### config.mk
export PLATFORM = sky130hd
export DESIGN_NAME = regfile_wb_arbiter
export DESIGN_NICKNAME = d
export VERILOG_FILES = /design/src/rtl/regfile_wb_arbiter.sv
export SDC_FILE = /design/constraint.sdc
export NUM_CORES = 1
export LEC_CHECK = 0
export BUFFER_PORTS_ARGS = -buffer_cell sky130_fd_sc_hd__buf_2
export CAP_MARGIN = 20
export CORE_AREA = 2 2 123 125
export CTS_CLUSTER_SIZE = 20
export DETAILED_ROUTE_END_ITERATION = 10
export DIE_AREA = 0 0 125 127
export PLACE_DENSITY = 0.7
export SLEW_MARGIN = 20
export SYNTH_ARGS = -nofsm -noshare
export SYNTH_HDL_FRONTEND = slang
export SYNTH_SLANG_ARGS = --single-unit
### constraint.sdc
create_clock -name clk -period 3.81 [get_ports clk]
set_input_delay 0.1905 -clock clk [delete_from_list [all_inputs] [get_ports clk]]
set_output_delay 0.1905 -clock clk [all_outputs]
set_load 0.1 [all_outputs]
### src/rtl/regfile_wb_arbiter.sv
// Round-robin arbiter sharing the single regfile write port between ALU, LSU and CSR.
// The winner is accepted combinationally and appears on w_ena/w_addr/w_data one cycle later.
module regfile_wb_arbiter #(
  parameter int DATA_W = 64,
  parameter int ADDR_W = 5,
  parameter int CNT_W  = 32
) (
  input  logic              clk,
  input  logic              rst,
  input  logic              flush,
  input  logic              src0_valid,
  input  logic [ADDR_W-1:0] src0_addr,
  input  logic [DATA_W-1:0] src0_data,
  output logic              src0_ready,
  input  logic              src1_valid,
  input  logic [ADDR_W-1:0] src1_addr,
  input  logic [DATA_W-1:0] src1_data,
  output logic              src1_ready,
  input  logic              src2_valid,
  input  logic [ADDR_W-1:0] src2_addr,
  input  logic [DATA_W-1:0] src2_data,
  output logic              src2_ready,
  output logic              w_ena,
  output logic [ADDR_W-1:0] w_addr,
  output logic [DATA_W-1:0] w_data,
  output logic [CNT_W-1:0]  contention
);

  localparam logic [CNT_W-1:0]  CNT_MAX   = {CNT_W{1'b1}};
  localparam logic [CNT_W-1:0]  CNT_ONE   = {{(CNT_W-1){1'b0}}, 1'b1};
  localparam logic [ADDR_W-1:0] ADDR_ZERO = {ADDR_W{1'b0}};
  localparam logic [DATA_W-1:0] DATA_ZERO = {DATA_W{1'b0}};

  logic [1:0]        ptr;
  logic [1:0]        ptr_eff;
  logic [1:0]        ptr_next;
  logic [2:0]        valid;
  logic [2:0]        grant;
  logic              any_grant;
  logic              multi_valid;
  logic [ADDR_W-1:0] win_addr;
  logic [DATA_W-1:0] win_data;

  assign valid       = {src2_valid, src1_valid, src0_valid};
  // An illegal pointer value of 3 is searched as if it were 0.
  assign ptr_eff     = (ptr == 2'd3) ? 2'd0 : ptr;
  assign multi_valid = (valid[0] & valid[1]) | (valid[0] & valid[2]) | (valid[1] & valid[2]);
  assign any_grant   = |grant;
  assign src0_ready  = grant[0];
  assign src1_ready  = grant[1];
  assign src2_ready  = grant[2];

  always_comb begin
    grant = 3'b000;
    if (rst || flush) begin
      grant = 3'b000;
    end else begin
      case (ptr_eff)
        2'd0: begin
          if (valid[0])      grant = 3'b001;
          else if (valid[1]) grant = 3'b010;
          else if (valid[2]) grant = 3'b100;
          else               grant = 3'b000;
        end
        2'd1: begin
          if (valid[1])      grant = 3'b010;
          else if (valid[2]) grant = 3'b100;
          else if (valid[0]) grant = 3'b001;
          else               grant = 3'b000;
        end
        2'd2: begin
          if (valid[2])      grant = 3'b100;
          else if (valid[0]) grant = 3'b001;
          else if (valid[1]) grant = 3'b010;
          else               grant = 3'b000;
        end
        default: grant = 3'b000;
      endcase
    end
  end

  always_comb begin
    win_addr = ADDR_ZERO;
    win_data = DATA_ZERO;
    ptr_next = ptr_eff;
    case (grant)
      3'b001: begin win_addr = src0_addr; win_data = src0_data; ptr_next = 2'd1; end
      3'b010: begin win_addr = src1_addr; win_data = src1_data; ptr_next = 2'd2; end
      3'b100: begin win_addr = src2_addr; win_data = src2_data; ptr_next = 2'd0; end
      default: begin win_addr = ADDR_ZERO; win_data = DATA_ZERO; ptr_next = ptr_eff; end
    endcase
  end

  // Writes to x0 are accepted and rotate priority but never raise w_ena.
  always_ff @(posedge clk or posedge rst) begin
    if (rst) begin
      ptr        <= 2'd0;
      w_ena      <= 1'b0;
      w_addr     <= ADDR_ZERO;
      w_data     <= DATA_ZERO;
      contention <= {CNT_W{1'b0}};
    end else begin
      if (any_grant) begin
        w_ena  <= (win_addr != ADDR_ZERO);
        w_addr <= win_addr;
        w_data <= win_data;
        ptr    <= ptr_next;
      end else begin
        w_ena  <= 1'b0;
      end
      if (multi_valid && !flush && (contention != CNT_MAX)) begin
        contention <= contention + CNT_ONE;
      end
    end
  end

endmodule

==> qor.json, run 1 <==
{
  "timing": {
    "setup_total_negative_slack_ns": 0,
    "slew_viol_final": 0,
    "share_of_the_cycle_needed_by_the_critical_path_after_routing": 0.756,
    "worst_slew_margin_rel": 0.485,
    "rsz0062_at_grt": "false",
    "timing.final.hold_violations": 0,
    "max_clock_freq_mhz": 347,
    "period_needed_ns": 2.88,
    "worst_slew_pin_tran_ns": 0.773,
    "timing.clock.skew_ns": 0.00730,
    "setup_viol": 0
  },
  "hold_path": {
    "path_type_of_the_worst_min_delay_path": "in -> async"
  },
  "detailed_routing": {
    "drt_drc_violations_left": 0,
    "antenna_violating_nets_post_route": 0,
    "wirelength_um": 16600,
    "post_dr_vias_cell": 5.47,
    "detail_route.first_pass.iterations": 4,
    "drtIter0Drc": 279,
    "detailroute.via_count": 5052,
    "wire_per_inst_um": 17.9
  },
  "cts": {
    "clk_pin_slew_ns": 0.07,
    "clock_tree.root_cell": "clkbuf_16",
    "clk_path_buf_depth": 2,
    "insertion_delay_ns": 0.35,
    "tritoncts.num_buffers": 9,
    "clock_sinks": 104,
    "ctsHtreeMaxLevel": 3,
    "cts_hold_buffers": 0,
    "cts_setup_buffers": 0,
    "cts_tree": "yes",
    "ctsResizeCount": 0
  },
  "finish": {
    "layout-area-overhead-vs-synth_pct": 39.4,
    "post_route_cells_drive_above_1_share": 0.479,
    "num_antenna_cells": 0,
    "layout.nets": 951,
    "num-fill-cells": 1361,
    "finish.instance_area_um2": 7190
  },
  "yosys": {
    "post_synth_num_cell_types": 47,
    "yosys.area.top_type": "dfrtp_1",
    "synth_fp_nets": 651,
    "yosys.cell_count.top_type": "dfrtp_1",
    "yosys-top-cells-count": "104 x dfrtp_1, 66 x a221o_1, 66 x a22o_1, 19 x clkbuf_1, 18 x nand4_1",
    "post_synth.cell_area_avg_um2": 11.9,
    "postSynth.topFlopCell": "dfrtp_1",
    "synth.area.top_cells": "dfrtp_1 50%, a221o_1 13%, a22o_1 11%",
    "ys_warn_count": 0,
    "synth.top_cell.area_share": 0.504,
    "synth_edf_count": 0,
    "synthCells": 434,
    "postSynthRegisterBits": 104,
    "postSynth.asyncResetShare": 1.00,
    "synth.yosys.seq_area_share": 0.504,
    "post_synth_instance_area_um2": 5160
  },
  "job": {
    "drv_cap": 0
  },
  "place": {
    "io_buffer_count": 317,
    "place.gp.congestion": 0.910,
    "placed_area_um2": 6880,
    "hpwlAfterDp_um": 12700
  },
  "floorplanning": {
    "start_util": 0.358,
    "fp.dieW_um": 125,
    "boundaryPins": 318,
    "floorplan.rows": 44,
    "floorplan.die.height_um": 127,
    "coreArea_um2": 14400,
    "die_area_um2": 15900
  },
  "power": {
    "power.switching_mw": 3.80,
    "p_leak_nw": 3.79,
    "internal_power_mw": 2.82,
    "p_seq_frac": 0.256,
    "clkPwrFrac": 0.146,
    "pwr_density_cell_nw_per_um2": 920,
    "switching_share": 0.574,
    "irDropWorstVdd_mv": 0.515,
    "p_comb_frac": 0.598
  },
  "worst_setup_path": {
    "reg2reg_setup_slack_ns": 0.93,
    "critical_path_peak_fanout": 42,
    "worst_ep_required_time_ns": 4.09,
    "crit_path_end_kind": "register",
    "worst_r2r_startpoint": "ptr[0]$_DFFE_PP0P_",
    "critical_path_arrival_ns": 3.16,
    "start_kind": "register",
    "timing_worst_setup_path_type": "reg -> reg",
    "critical_path.reg2reg.endpoint": "w_data[41]$_DFFE_PP0P_",
    "reg2reg_depth": 8
  },
  "global_route": {
    "first_global_vias": 5077,
    "first_pass_grt_wire_length_um": 26200,
    "grtUsageTotal": 0.207,
    "grt_antenna_before_repair": 0,
    "overflow": 0,
    "maximum_number_of_pins_on_one_net_before_global_route_repair": 70
  },
  "outcome": {
    "outcome": "completed"
  }
}
## flip-flops by register name (all words and copies together), names as in the netlist
register / count
w_data: 64
contention: 32
w_ena: 1
w_addr: 5
ptr: 2
## how the worst max path moves through the flow
stage / startpoint / endpoint / slack, ns / cells past startpoint
final: ptr[0]$_DFFE_PP0P_ / w_data[41]$_DFFE_PP0P_ / 0.93 / 8
after CTS: ptr[0]$_DFFE_PP0P_ / w_data[41]$_DFFE_PP0P_ / 0.87 / 8
after detailed placement: ptr[0]$_DFFE_PP0P_ / w_data[41]$_DFFE_PP0P_ / 0.90 / 8
after global placement: ptr[0]$_DFFE_PP0P_ / w_data[41]$_DFFE_PP0P_ / 1.0 / 8
after global routing: ptr[0]$_DFFE_PP0P_ / w_data[41]$_DFFE_PP0P_ / 0.63 / 8
after floorplan: rst / ptr[0]$_DFFE_PP0P_ / 0.28 / 5
## final cells by class
class,count,area (um^2),area share
Multi-Input combinational cell,290,2370,0.330
Inverter,6,26.3,0.00365
Clock buffer,12,267,0.0370
Tap cell,184,230,0.0320
Sequential cell,104,2600,0.362
Clock inverter,4,51.3,0.00713
Timing Repair Buffer,323,1640,0.229
## logic make-up (layout without fill, tap and decap cells)
| kind of cell | after synthesis | count (layout) | share of synthesized area |
|---|---|---|---|
| adders and majority gates | 5 | 5 | 0.0116 |
| xor gates and xnor gates | 31 | 31 | 0.0526 |
| muxes | 1 | 1 | 0.00218 |
| DFF | 104 | 104 | 0.504 |
| AOI/OAI and AO/OA | 158 | 158 | 0.287 |
| buffers and inverters | 40 | 345 | 0.0390 |
| and+or+nand+nor | 95 | 95 | 0.104 |
## through the flow
stage	hold WS [ns]	instances	power, mW	util	setup WS, ns
after floorplan	0.325	434	4.95	-	0.279
after global placement	0.418	907	5.64	0.477	0.998
after detailed placement	0.423	907	5.68	0.477	0.897
after CTS	0.0420	923	6.67	0.499	0.874
after global routing	0.0564	923	6.89	0.499	0.632
final	0.0293	923	6.62	0.499	0.931
## layout by cell type, fill, tap and decap left out, drive strengths merged, types with 3 or more instances in the layout
cell type  instances
a21bo              3
nor3               8
ha                 4
nand2             14
inv                5
a22o              66
a221o             66
and4               5
clkbuf            12
xor2              17
dfrtp            104
nor3b              4
nand4             18
nand3             10
xnor2             14
o21ai              5
buf              323
and3               7
nor2              16
## power by group through the flow
stage                     combinational, mW  sequential, mW  clock (mW)
after floorplan                       0.832            4.12           0
after global placement                 3.93            1.70           0
after detailed placement               3.97            1.71           0
after CTS                              3.98            1.70       0.996
after global routing                   4.10            1.75        1.04
final                                  3.96            1.69       0.969
## worst max-delay path: stages (launching register included)
cell and delay (ns):
dfrtp_1 0.39, inv_1 0.06, ha_1 0.38, nor3b_1 0.31, o311ai_2 0.22, nor2_4 0.56
buf_4 0.49, a22o_1 0.25, a221o_1 0.11
## metal layers
metal  routed length [um]  vias up  part of all wire  global-route usage
met4                  346        0             0.021              0.0797
li1                     -     2354                 -                   -
met2                 8420      257              0.51               0.361
met1                 6530     2419              0.39               0.252
met3                 1260       22             0.076              0.0440
met5                    0        -                 0                   0
(Power assumes the default switching activity.)
==> run 2: changes to the inputs <==
--- a/config.mk
+++ b/config.mk
@@ -5,13 +5,14 @@
 export SDC_FILE = /design/constraint.sdc
 export NUM_CORES = 1
 export LEC_CHECK = 0
+export ABC_AREA = 1
 export BUFFER_PORTS_ARGS = -buffer_cell sky130_fd_sc_hd__buf_2
 export CAP_MARGIN = 20
-export CORE_AREA = 2 2 123 125
+export CORE_MARGIN = 2
+export CORE_UTILIZATION = 41
 export CTS_CLUSTER_SIZE = 20
 export DETAILED_ROUTE_END_ITERATION = 10
-export DIE_AREA = 0 0 125 127
-export PLACE_DENSITY = 0.7
+export PLACE_DENSITY = 0.8
 export SLEW_MARGIN = 20
 export SYNTH_ARGS = -nofsm -noshare
 export SYNTH_HDL_FRONTEND = slang
==> constraint.sdc (replaced) <==
create_clock -name clk -period 2.6 [get_ports clk]
set_input_delay 0.13 -clock clk [delete_from_list [all_inputs] [get_ports clk]]
set_output_delay 0.13 -clock clk [all_outputs]
set_load 0.1 [all_outputs]
==> qor.json, run 2 <==
{
  "outcome": {
    "outcome": "finished with violations",
    "violations": "hold timing"
  },
  "place": {
    "hpwlAfterDp": {"value": 14600, "unit": "um", "change": "+15%"},
    "io_buffer_count": {"value": 317, "change": "unchanged"},
    "pre_cts_slack": {"value": 0.481, "unit": "ns", "change": "-0.416 ns"},
    "place.gp.congestion": {"value": 0.971, "change": "+6.7%"}
  },
  "power": {
    "clkPwrFrac": {"value": 0.134, "change": "-0.012"},
    "p_comb_frac": {"value": 0.626, "change": "+0.028"},
    "p_seq_frac": {"value": 0.240, "change": "-0.016"},
    "irDropWorstVdd": {"value": 1.02, "unit": "mV", "change": "+97%"},
    "switching_share": {"value": 0.609, "change": "+0.0345"},
    "pwr_density_cell": {"value": 1200, "unit": "nW/um^2", "change": "+30%"},
    "p_leak": {"value": 4.59, "unit": "nW", "change": "+21%"},
    "internal_power": {"value": 4.14, "unit": "mW", "change": "+47%"},
    "power.switching": {"value": 6.45, "unit": "mW", "change": "+70%"}
  },
  "worst_setup_path": {
    "critical_path_peak_fanout": {"value": 46, "change": "+9.5%"},
    "reg2reg_setup_slack": {"value": 0.19, "unit": "ns", "change": "-0.74 ns"},
    "setup.worst_path.start": "ptr[0]$_DFFE_PP0P_",
    "crit_path_end_kind": "register",
    "critical-path-max-stage-delay": {"value": 0.55, "unit": "ns", "change": "about the same"},
    "cp_top_family": "buffers and inverters",
    "worst_r2r_startpoint": "ptr[0]$_DFFE_PP0P_",
    "worst_ep_required_time": {"value": 2.89, "unit": "ns", "change": "-1.20 ns"},
    "timing_worst_setup_path_type": "reg -> reg",
    "crit_path_top_delay_cell": "dlygate4sd3_1",
    "critical_path_arrival": {"value": 2.70, "unit": "ns", "change": "-0.46 ns"},
    "path_cells": "inv_1, ha_1, inv_1, nand2_1, nand2_1, nand2_1, nand2_4, nand2_4, nor2_4, buf_12, nand2_1, nand4_1, dlygate4sd3_1",
    "crit_buf_inv": {"value": 4, "change": "+2"},
    "critical-path-top-cell-by-count": "nand2_1",
    "start_kind": "register"
  },
  "floorplanning": {
    "floorplan.rows": {"value": 43, "change": "-2.3%"},
    "coreArea": {"value": 13800, "unit": "um^2", "change": "-4.5%"},
    "die_area": {"value": 14900, "unit": "um^2", "change": "-6.0%"},
    "floorplan.die.height": {"value": 122, "unit": "um", "change": "-3.8%"},
    "start_util": {"value": 0.416, "change": "+0.0577"},
    "boundaryPins": {"value": 318, "change": "unchanged"},
    "fp.dieW": {"value": 122, "unit": "um", "change": "-2.3%"}
  },
  "global_route": {
    "overflow": {"value": 0, "change": "unchanged"},
    "maximum_number_of_pins_on_one_net_before_global_route_repair": {"value": 70, "change": "unchanged"},
    "first_pass_grt_wire_length": {"value": 35100, "unit": "um", "change": "+34%"},
    "first_global_vias": {"value": 7043, "change": "+39%"},
    "grtUsageTotal": {"value": 0.305, "change": "+0.0981"},
    "grt_antenna_before_repair": {"value": 6, "change": "+6"}
  },
  "timing": {
    "worst_slew_margin_rel": {"value": 0.640, "change": "+0.155"},
    "fin_hold_ws": {"value": -0.00148, "unit": "ns", "change": "-0.0308 ns"},
    "timing.final.hold_violations": {"value": 1, "change": "+1"},
    "worst_slew_pin_tran": {"value": 0.544, "unit": "ns", "change": "-0.229 ns"},
    "share_of_the_cycle_needed_by_the_critical_path_after_routing": {"value": 0.926, "change": "+0.170"},
    "slew_viol_final": {"value": 0, "change": "unchanged"},
    "period_needed": {"value": 2.41, "unit": "ns", "change": "-0.473 ns"},
    "max_clock_freq": {"value": 416, "unit": "MHz", "change": "+20%"},
    "setup_viol": {"value": 0, "change": "unchanged"},
    "setup_total_negative_slack": {"value": 0, "unit": "ns", "change": "unchanged"},
    "rsz0062_at_grt": "false",
    "timing.clock.skew": {"value": 0.00802, "unit": "ns", "change": "+0.000718 ns"},
    "final_critical_path_setup_slack": {"value": 0.193, "unit": "ns", "change": "-0.737 ns"}
  },
  "cts": {
    "insertion_delay": {"value": 0.36, "unit": "ns", "change": "about the same"},
    "clock_tree.root_cell": "clkbuf_16",
    "clk_pin_slew": {"value": 0.07, "unit": "ns", "change": "about the same"},
    "cts_tree": "yes",
    "clock_sinks": {"value": 104, "change": "unchanged"},
    "tritoncts.num_buffers": {"value": 9, "change": "unchanged"},
    "clk_path_buf_depth": {"value": 2, "change": "unchanged"},
    "ctsHtreeMaxLevel": {"value": 3, "change": "unchanged"}
  },
  "detailed_routing": {
    "wire_per_inst": {"value": 17.6, "unit": "um", "change": "-1.9%"},
    "post_dr_vias_cell": {"value": 5.38, "change": "-1.6%"},
    "detail_route.first_pass.iterations": {"value": 6, "change": "+2"},
    "drt_drc_violations_left": {"value": 0, "change": "unchanged"},
    "antenna_violating_nets_post_route": {"value": 0, "change": "unchanged"},
    "wirelength": {"value": 24000, "unit": "um", "change": "+45%"},
    "drtIter0Drc": {"value": 640, "change": "+130%"},
    "detailroute.via_count": {"value": 7328, "change": "+45%"}
  },
  "finish": {
    "layout.cells.most_common": "nand2_1",
    "post_route_cells_drive_above_1_share": {"value": 0.319, "change": "-0.160"},
    "largest_register_ffs": {"value": 64, "change": "unchanged"},
    "final_cell_mix": "375 x nand2_1, 317 x buf_2, 104 x dfrtp_1",
    "final_util": {"value": 0.643, "change": "+0.144"},
    "regMostFlops": "w_data",
    "layout.nets": {"value": 1388, "change": "+46%"},
    "num-fill-cells": {"value": 1162, "change": "-15%"},
    "register_area": {"value": 2600, "unit": "um^2", "change": "unchanged"},
    "multiInputGateArea": {"value": 2770, "unit": "um^2", "change": "+16%"},
    "layout-area-overhead-vs-synth_pct": 54.7,
    "biggestRegsByFlops": "w_data: 64 flops, contention: 32 flops, w_addr: 5 flops"
  },
  "yosys": {
    "synth_edf_count": {"value": 0, "change": "unchanged"},
    "postSynth.topFlopCell": "dfrtp_1",
    "synth_fp_nets": {"value": 981, "change": "+51%"},
    "post_synth_num_cell_types": {"value": 28, "change": "-40%"},
    "synth.top_cell.area_share": {"value": 0.455, "change": "-0.0495"},
    "postSynth.asyncResetShare": {"value": 1.00, "change": "unchanged"},
    "yosys-top-cells-count": "375 x nand2_1, 104 x dfrtp_1, 74 x nand4_1, 35 x nor2_1, 32 x inv_1",
    "synth.area.top_cells": "dfrtp_1 45%, nand2_1 25%, nand4_1 8.1%",
    "yosys.area.top_type": "dfrtp_1",
    "post_synth.cell_area_avg": {"value": 7.49, "unit": "um^2", "change": "-37%"},
    "ys_warn_count": {"value": 0, "change": "unchanged"},
    "yosys.cell_count.top_type": "nand2_1",
    "synthCells": {"value": 764, "change": "+76%"},
    "synth.yosys.seq_area_share": {"value": 0.455, "change": "-0.0495"},
    "postSynthRegisterBits": {"value": 104, "change": "unchanged"},
    "post_synth_instance_area": {"value": 5720, "unit": "um^2", "change": "+11%"}
  },
  "hold_path": {
    "hp-start": "src1_data[4]",
    "path_type_of_the_worst_min_delay_path": "in -> reg"
  },
  "job": {
    "drv_cap": {"value": 0, "change": "unchanged"}
  }
}
==> run 2: cell families (layout without fill, tap and decap cells) <==
| kind of cell | count (synthesis) | after routing | synth area share |
|---|---|---|---|
| compound gates | 20 | 20 | 0.0197 |
| simple gates | 539 | 539 | 0.411 |
| other cells | 0 | 5 | 0 |
| fa+ha+maj | 4 | 4 | 0.00874 |
| flops | 104 | 104 | 0.455 |
| xor+xnor | 28 | 28 | 0.0428 |
| buf+inv | 69 | 481 | 0.0630 |
==> run 2: cell type report <==
class / count / area share
antenna: 5 / 0.00141
clock inverter: 6 / 0.00763
tap: 180 / 0.0254
sequential: 104 / 0.294
clock buffer: 10 / 0.0270
multi-input combinational: 591 / 0.312
timing repair buffer: 431 / 0.317
inverter: 34 / 0.0148
==> run 2: power by group through the flow <==
stage,registers [mW],logic [mW],clock network (mW)
global placement,2.52,6.26,0
global route,2.61,6.87,1.49
detailed placement,2.55,6.31,0
CTS,2.53,6.45,1.43
finish,2.55,6.64,1.42
floorplan,6.45,1.24,0
==> run 2: path summary, 6_finish.rpt <==
kind,cells after the start,to
max,13,w_data[61]$_DFFE_PP0P_
min,3,w_data[4]$_DFFE_PP0P_
max reg2reg,13,w_data[61]$_DFFE_PP0P_
min reg2reg,1,w_addr[2]$_DFFE_PP0P_
max in group asynchronous,4,w_data[33]$_DFFE_PP0P_
min in group asynchronous,3,w_data[2]$_DFFE_PP0P_
==> run 2: worst min-delay path, cell delays in order <==
cell and delay (ns):
buf_2 0.07, nand2_1 0.04, nand4_1 0.07
==> run 2: what timing repair did <==
action / 4_1_cts / 5_1_grt
hold endpoints to repair: 66 / 0
hold buffers: 94 / 0
buffers inserted: 0 / 6
endpoints found under the setup margin: 0 / 3
resized for setup: 0 / 4
==> run 2: per-stage QoR <==
step                cells  hold slack [ns]  cell area, um^2  power (mW)
floorplan             764            0.266             5730        7.69
global placement     1236            0.220             7440        8.78
detailed placement   1236            0.220             7440        8.86
CTS                  1346         0.000174             8680        10.4
global route         1359          0.00503             8850        11.0
finish               1361         -0.00148             8850        10.6
==> run 2: routing by layer <==
layer	wire, um	track usage
met5	33	0
met4	1920	0.229
met3	2300	0.0749
met2	11400	0.493
met1	8350	0.348
==> run 3: changes to the inputs <==
--- a/config.mk
+++ b/config.mk
@@ -5,14 +5,14 @@
 export SDC_FILE = /design/constraint.sdc
 export NUM_CORES = 1
 export LEC_CHECK = 0
-export ABC_AREA = 1
+export ABC_AREA = 0
 export BUFFER_PORTS_ARGS = -buffer_cell sky130_fd_sc_hd__buf_2
 export CAP_MARGIN = 20
-export CORE_MARGIN = 2
-export CORE_UTILIZATION = 41
+export CORE_AREA = 2 2 122 124
 export CTS_CLUSTER_SIZE = 20
 export DETAILED_ROUTE_END_ITERATION = 10
-export PLACE_DENSITY = 0.8
+export DIE_AREA = 0 0 124 126
+export PLACE_DENSITY = 0.74
 export SLEW_MARGIN = 20
 export SYNTH_ARGS = -nofsm -noshare
 export SYNTH_HDL_FRONTEND = slang
==> qor.json, run 3 (synthesized netlist as in run 1, its figures left out) <==
{
  "outcome": {
    "outcome": "completed"
  },
  "timing": {
    "worst_slew_margin_rel": {"value": 0.481, "change": "-0.159"},
    "timing.final.hold_violations": {"value": 0, "change": "-1"},
    "period_needed": {"value": 2.50, "unit": "ns", "change": "+0.0898 ns"},
    "slew_viol_final": {"value": 0, "change": "unchanged"},
    "share_of_the_cycle_needed_by_the_critical_path_after_routing": {"value": 0.960, "change": "+0.0345"},
    "setup_viol": {"value": 0, "change": "unchanged"},
    "timing.clock.skew": {"value": 0.0114, "unit": "ns", "change": "+0.00338 ns"},
    "rsz0062_at_grt": "false",
    "fin_hold_ws": {"value": 0.0123, "unit": "ns", "change": "+0.0138 ns"},
    "setup_total_negative_slack": {"value": 0, "unit": "ns", "change": "unchanged"},
    "worst_slew_pin_tran": {"value": 0.778, "unit": "ns", "change": "+0.234 ns"},
    "final_critical_path_setup_slack": {"value": 0.104, "unit": "ns", "change": "-0.0898 ns"},
    "max_clock_freq": {"value": 401, "unit": "MHz", "change": "-3.6%"}
  },
  "finish": {
    "layout.nets": {"value": 986, "change": "-29%"},
    "final_cell_mix": "316 x buf_2, 104 x dfrtp_1, 66 x a22o_1, 66 x a221o_1, 19 x buf_4",
    "layout-area-overhead-vs-synth_pct": 47.5,
    "layoutNonFillerInstCount": {"value": 959, "change": "-30%"},
    "regMostFlops": "w_data",
    "biggestRegsByFlops": "w_data: 64 flops, contention: 32 flops, w_addr: 5 flops",
    "post_route_cells_drive_above_1_share": {"value": 0.487, "change": "+0.168"},
    "layout.cells.most_common": "buf_2",
    "num-fill-cells": {"value": 1296, "change": "+12%"},
    "final_util": {"value": 0.532, "change": "-0.111"},
    "largest_register_ffs": {"value": 64, "change": "unchanged"}
  },
  "detailed_routing": {
    "antenna_violating_nets_post_route": {"value": 0, "change": "unchanged"},
    "drt_drc_violations_left": {"value": 0, "change": "unchanged"},
    "drtIter0Drc": {"value": 278, "change": "-57%"},
    "post_dr_vias_cell": {"value": 5.55, "change": "+3.1%"},
    "detail_route.first_pass.iterations": {"value": 4, "change": "-2"},
    "wire_per_inst": {"value": 19.2, "unit": "um", "change": "+9.3%"},
    "detailroute.via_count": {"value": 5326, "change": "-27%"},
    "wirelength": {"value": 18500, "unit": "um", "change": "-23%"}
  },
  "cts": {
    "clock_tree.root_cell": "clkbuf_16",
    "clock_sinks": {"value": 104, "change": "unchanged"},
    "tritoncts.num_buffers": {"value": 9, "change": "unchanged"},
    "clk_path_buf_depth": {"value": 2, "change": "unchanged"},
    "ctsHtreeMaxLevel": {"value": 3, "change": "unchanged"},
    "insertion_delay": {"value": 0.35, "unit": "ns", "change": "about the same"},
    "clk_pin_slew": {"value": 0.07, "unit": "ns", "change": "about the same"},
    "cts_tree": "yes"
  },
  "global_route": {
    "first_global_vias": {"value": 4972, "change": "-29%"},
    "maximum_number_of_pins_on_one_net_before_global_route_repair": {"value": 63, "change": "-10%"},
    "overflow": {"value": 0, "change": "unchanged"},
    "grtUsageTotal": {"value": 0.216, "change": "-0.0889"},
    "first_pass_grt_wire_length": {"value": 26000, "unit": "um", "change": "-26%"},
    "grt_antenna_before_repair": {"value": 1, "change": "-5"}
  },
  "floorplanning": {
    "start_util": {"value": 0.361, "change": "-0.0549"},
    "die_area": {"value": 15600, "unit": "um^2", "change": "+4.7%"},
    "floorplan.die.height": {"value": 126, "unit": "um", "change": "+3.1%"},
    "boundaryPins": {"value": 318, "change": "unchanged"},
    "floorplan.rows": {"value": 44, "change": "+2.3%"},
    "fp.dieW": {"value": 124, "unit": "um", "change": "+1.5%"},
    "coreArea": {"value": 14300, "unit": "um^2", "change": "+3.9%"}
  },
  "worst_setup_path": {
    "crit_path_top_delay_cell": "a222oi_1",
    "critical-path-max-stage-delay": {"value": 0.47, "unit": "ns", "change": "-0.08 ns"},
    "crit_path_end_kind": "register",
    "path_cells": "inv_1, ha_2, nor3b_2, o311ai_4, nor2_4, buf_4, a222oi_1, a21bo_1",
    "start_kind": "register",
    "cp_top_family": "compound AO/OA/AOI/OAI gates",
    "critical_path_peak_fanout": {"value": 7, "change": "-85%"},
    "timing_worst_setup_path_type": "reg -> reg",
    "crit_buf_inv": {"value": 2, "change": "-2"},
    "critical_path_arrival": {"value": 2.74, "unit": "ns", "change": "+0.04 ns"},
    "critical_path_cell_count": {"value": 8, "change": "-5"},
    "worst_ep_required_time": {"value": 2.84, "unit": "ns", "change": "-0.05 ns"},
    "reg2reg_depth": {"value": 8, "change": "-5"}
  },
  "power": {
    "pwr_density_cell": {"value": 1320, "unit": "nW/um^2", "change": "+10%"},
    "p_leak": {"value": 3.98, "unit": "nW", "change": "-13%"},
    "irDropWorstVdd": {"value": 0.766, "unit": "mV", "change": "-25%"}
  },
  "job": {
    "drv_cap": {"value": 0, "change": "unchanged"}
  },
  "hold_path": {
    "path_type_of_the_worst_min_delay_path": "in -> reg",
    "worst_hold_path.num_cells": {"value": 2, "change": "-1"}
  },
  "place": {
    "place.gp.congestion": {"value": 0.860, "change": "-11%"},
    "io_buffer_count": {"value": 317, "change": "unchanged"},
    "pre_cts_slack": {"value": 0.0684, "unit": "ns", "change": "-0.413 ns"},
    "hpwlAfterDp": {"value": 13200, "unit": "um", "change": "-9.5%"},
    "placed_cells_incl_taps": {"value": 920, "change": "-26%"}
  }
}
run 3: worst paths after layout:
check	startpoint	endpoint	slack [ns]
max in group asynchronous	rst	contention[2]$_DFFE_PP0P_	0.85
min	src0_data[20]	w_data[20]$_DFFE_PP0P_	0.01
max	ptr[0]$_DFFE_PP0P_	w_addr[1]$_DFFE_PP0P_	0.10
max reg2reg	ptr[0]$_DFFE_PP0P_	w_addr[1]$_DFFE_PP0P_	0.10
min in group asynchronous	rst	ptr[0]$_DFFE_PP0P_	0.54
min reg2reg	w_addr[2]$_DFFE_PP0P_	w_addr[2]$_DFFE_PP0P_	0.49
run 3: through the flow:
| step | cell area, um^2 | total power, mW |
|---|---|---|
| floorplan | 5210 | 7.28 |
| global placement | 7010 | 8.33 |
| detailed placement | 7010 | 8.38 |
| CTS | 7490 | 9.94 |
| global route | 7610 | 10.5 |
| finish | 7610 | 10.1 |
run 3: power breakdown:
part           switching (mW)  internal (mW)  total (mW)
Clock                   0.636          0.885        1.52
Sequential              0.343           2.13        2.48
Combinational            4.75           1.32        6.07
run 3: routing by layer:
| layer | GRT usage | routed length, um | vias up |
|---|---|---|---|
| met5 | 0 | 0 | - |
| met4 | 0.0753 | 374 | 0 |
| met3 | 0.0426 | 1250 | 29 |
| met2 | 0.377 | 9220 | 251 |
| met1 | 0.263 | 7620 | 2622 |
| li1 | - | - | 2424 |
run 3: final cells by class:
| type | instances | area [um^2] | area share |
|---|---|---|---|
| antenna | 1 | 2.50 | 0.000329 |
| multi-input combinational | 291 | 2430 | 0.319 |
| clock inverter | 6 | 95.1 | 0.0125 |
| inverter | 6 | 26.3 | 0.00345 |
| clock buffer | 10 | 239 | 0.0314 |
| timing repair buffer | 357 | 1990 | 0.262 |
| tap | 184 | 230 | 0.0302 |
| sequential | 104 | 2600 | 0.342 |
run 3: timing repair:
| action | in CTS | in global routing |
|---|---|---|
| endpoints found under the hold margin | 33 | 2 |
| gates resized for setup | 0 | 8 |
| buffers inserted | 0 | 5 |
| hold buffers | 14 | 2 |
| setup endpoints to repair | 0 | 66 |
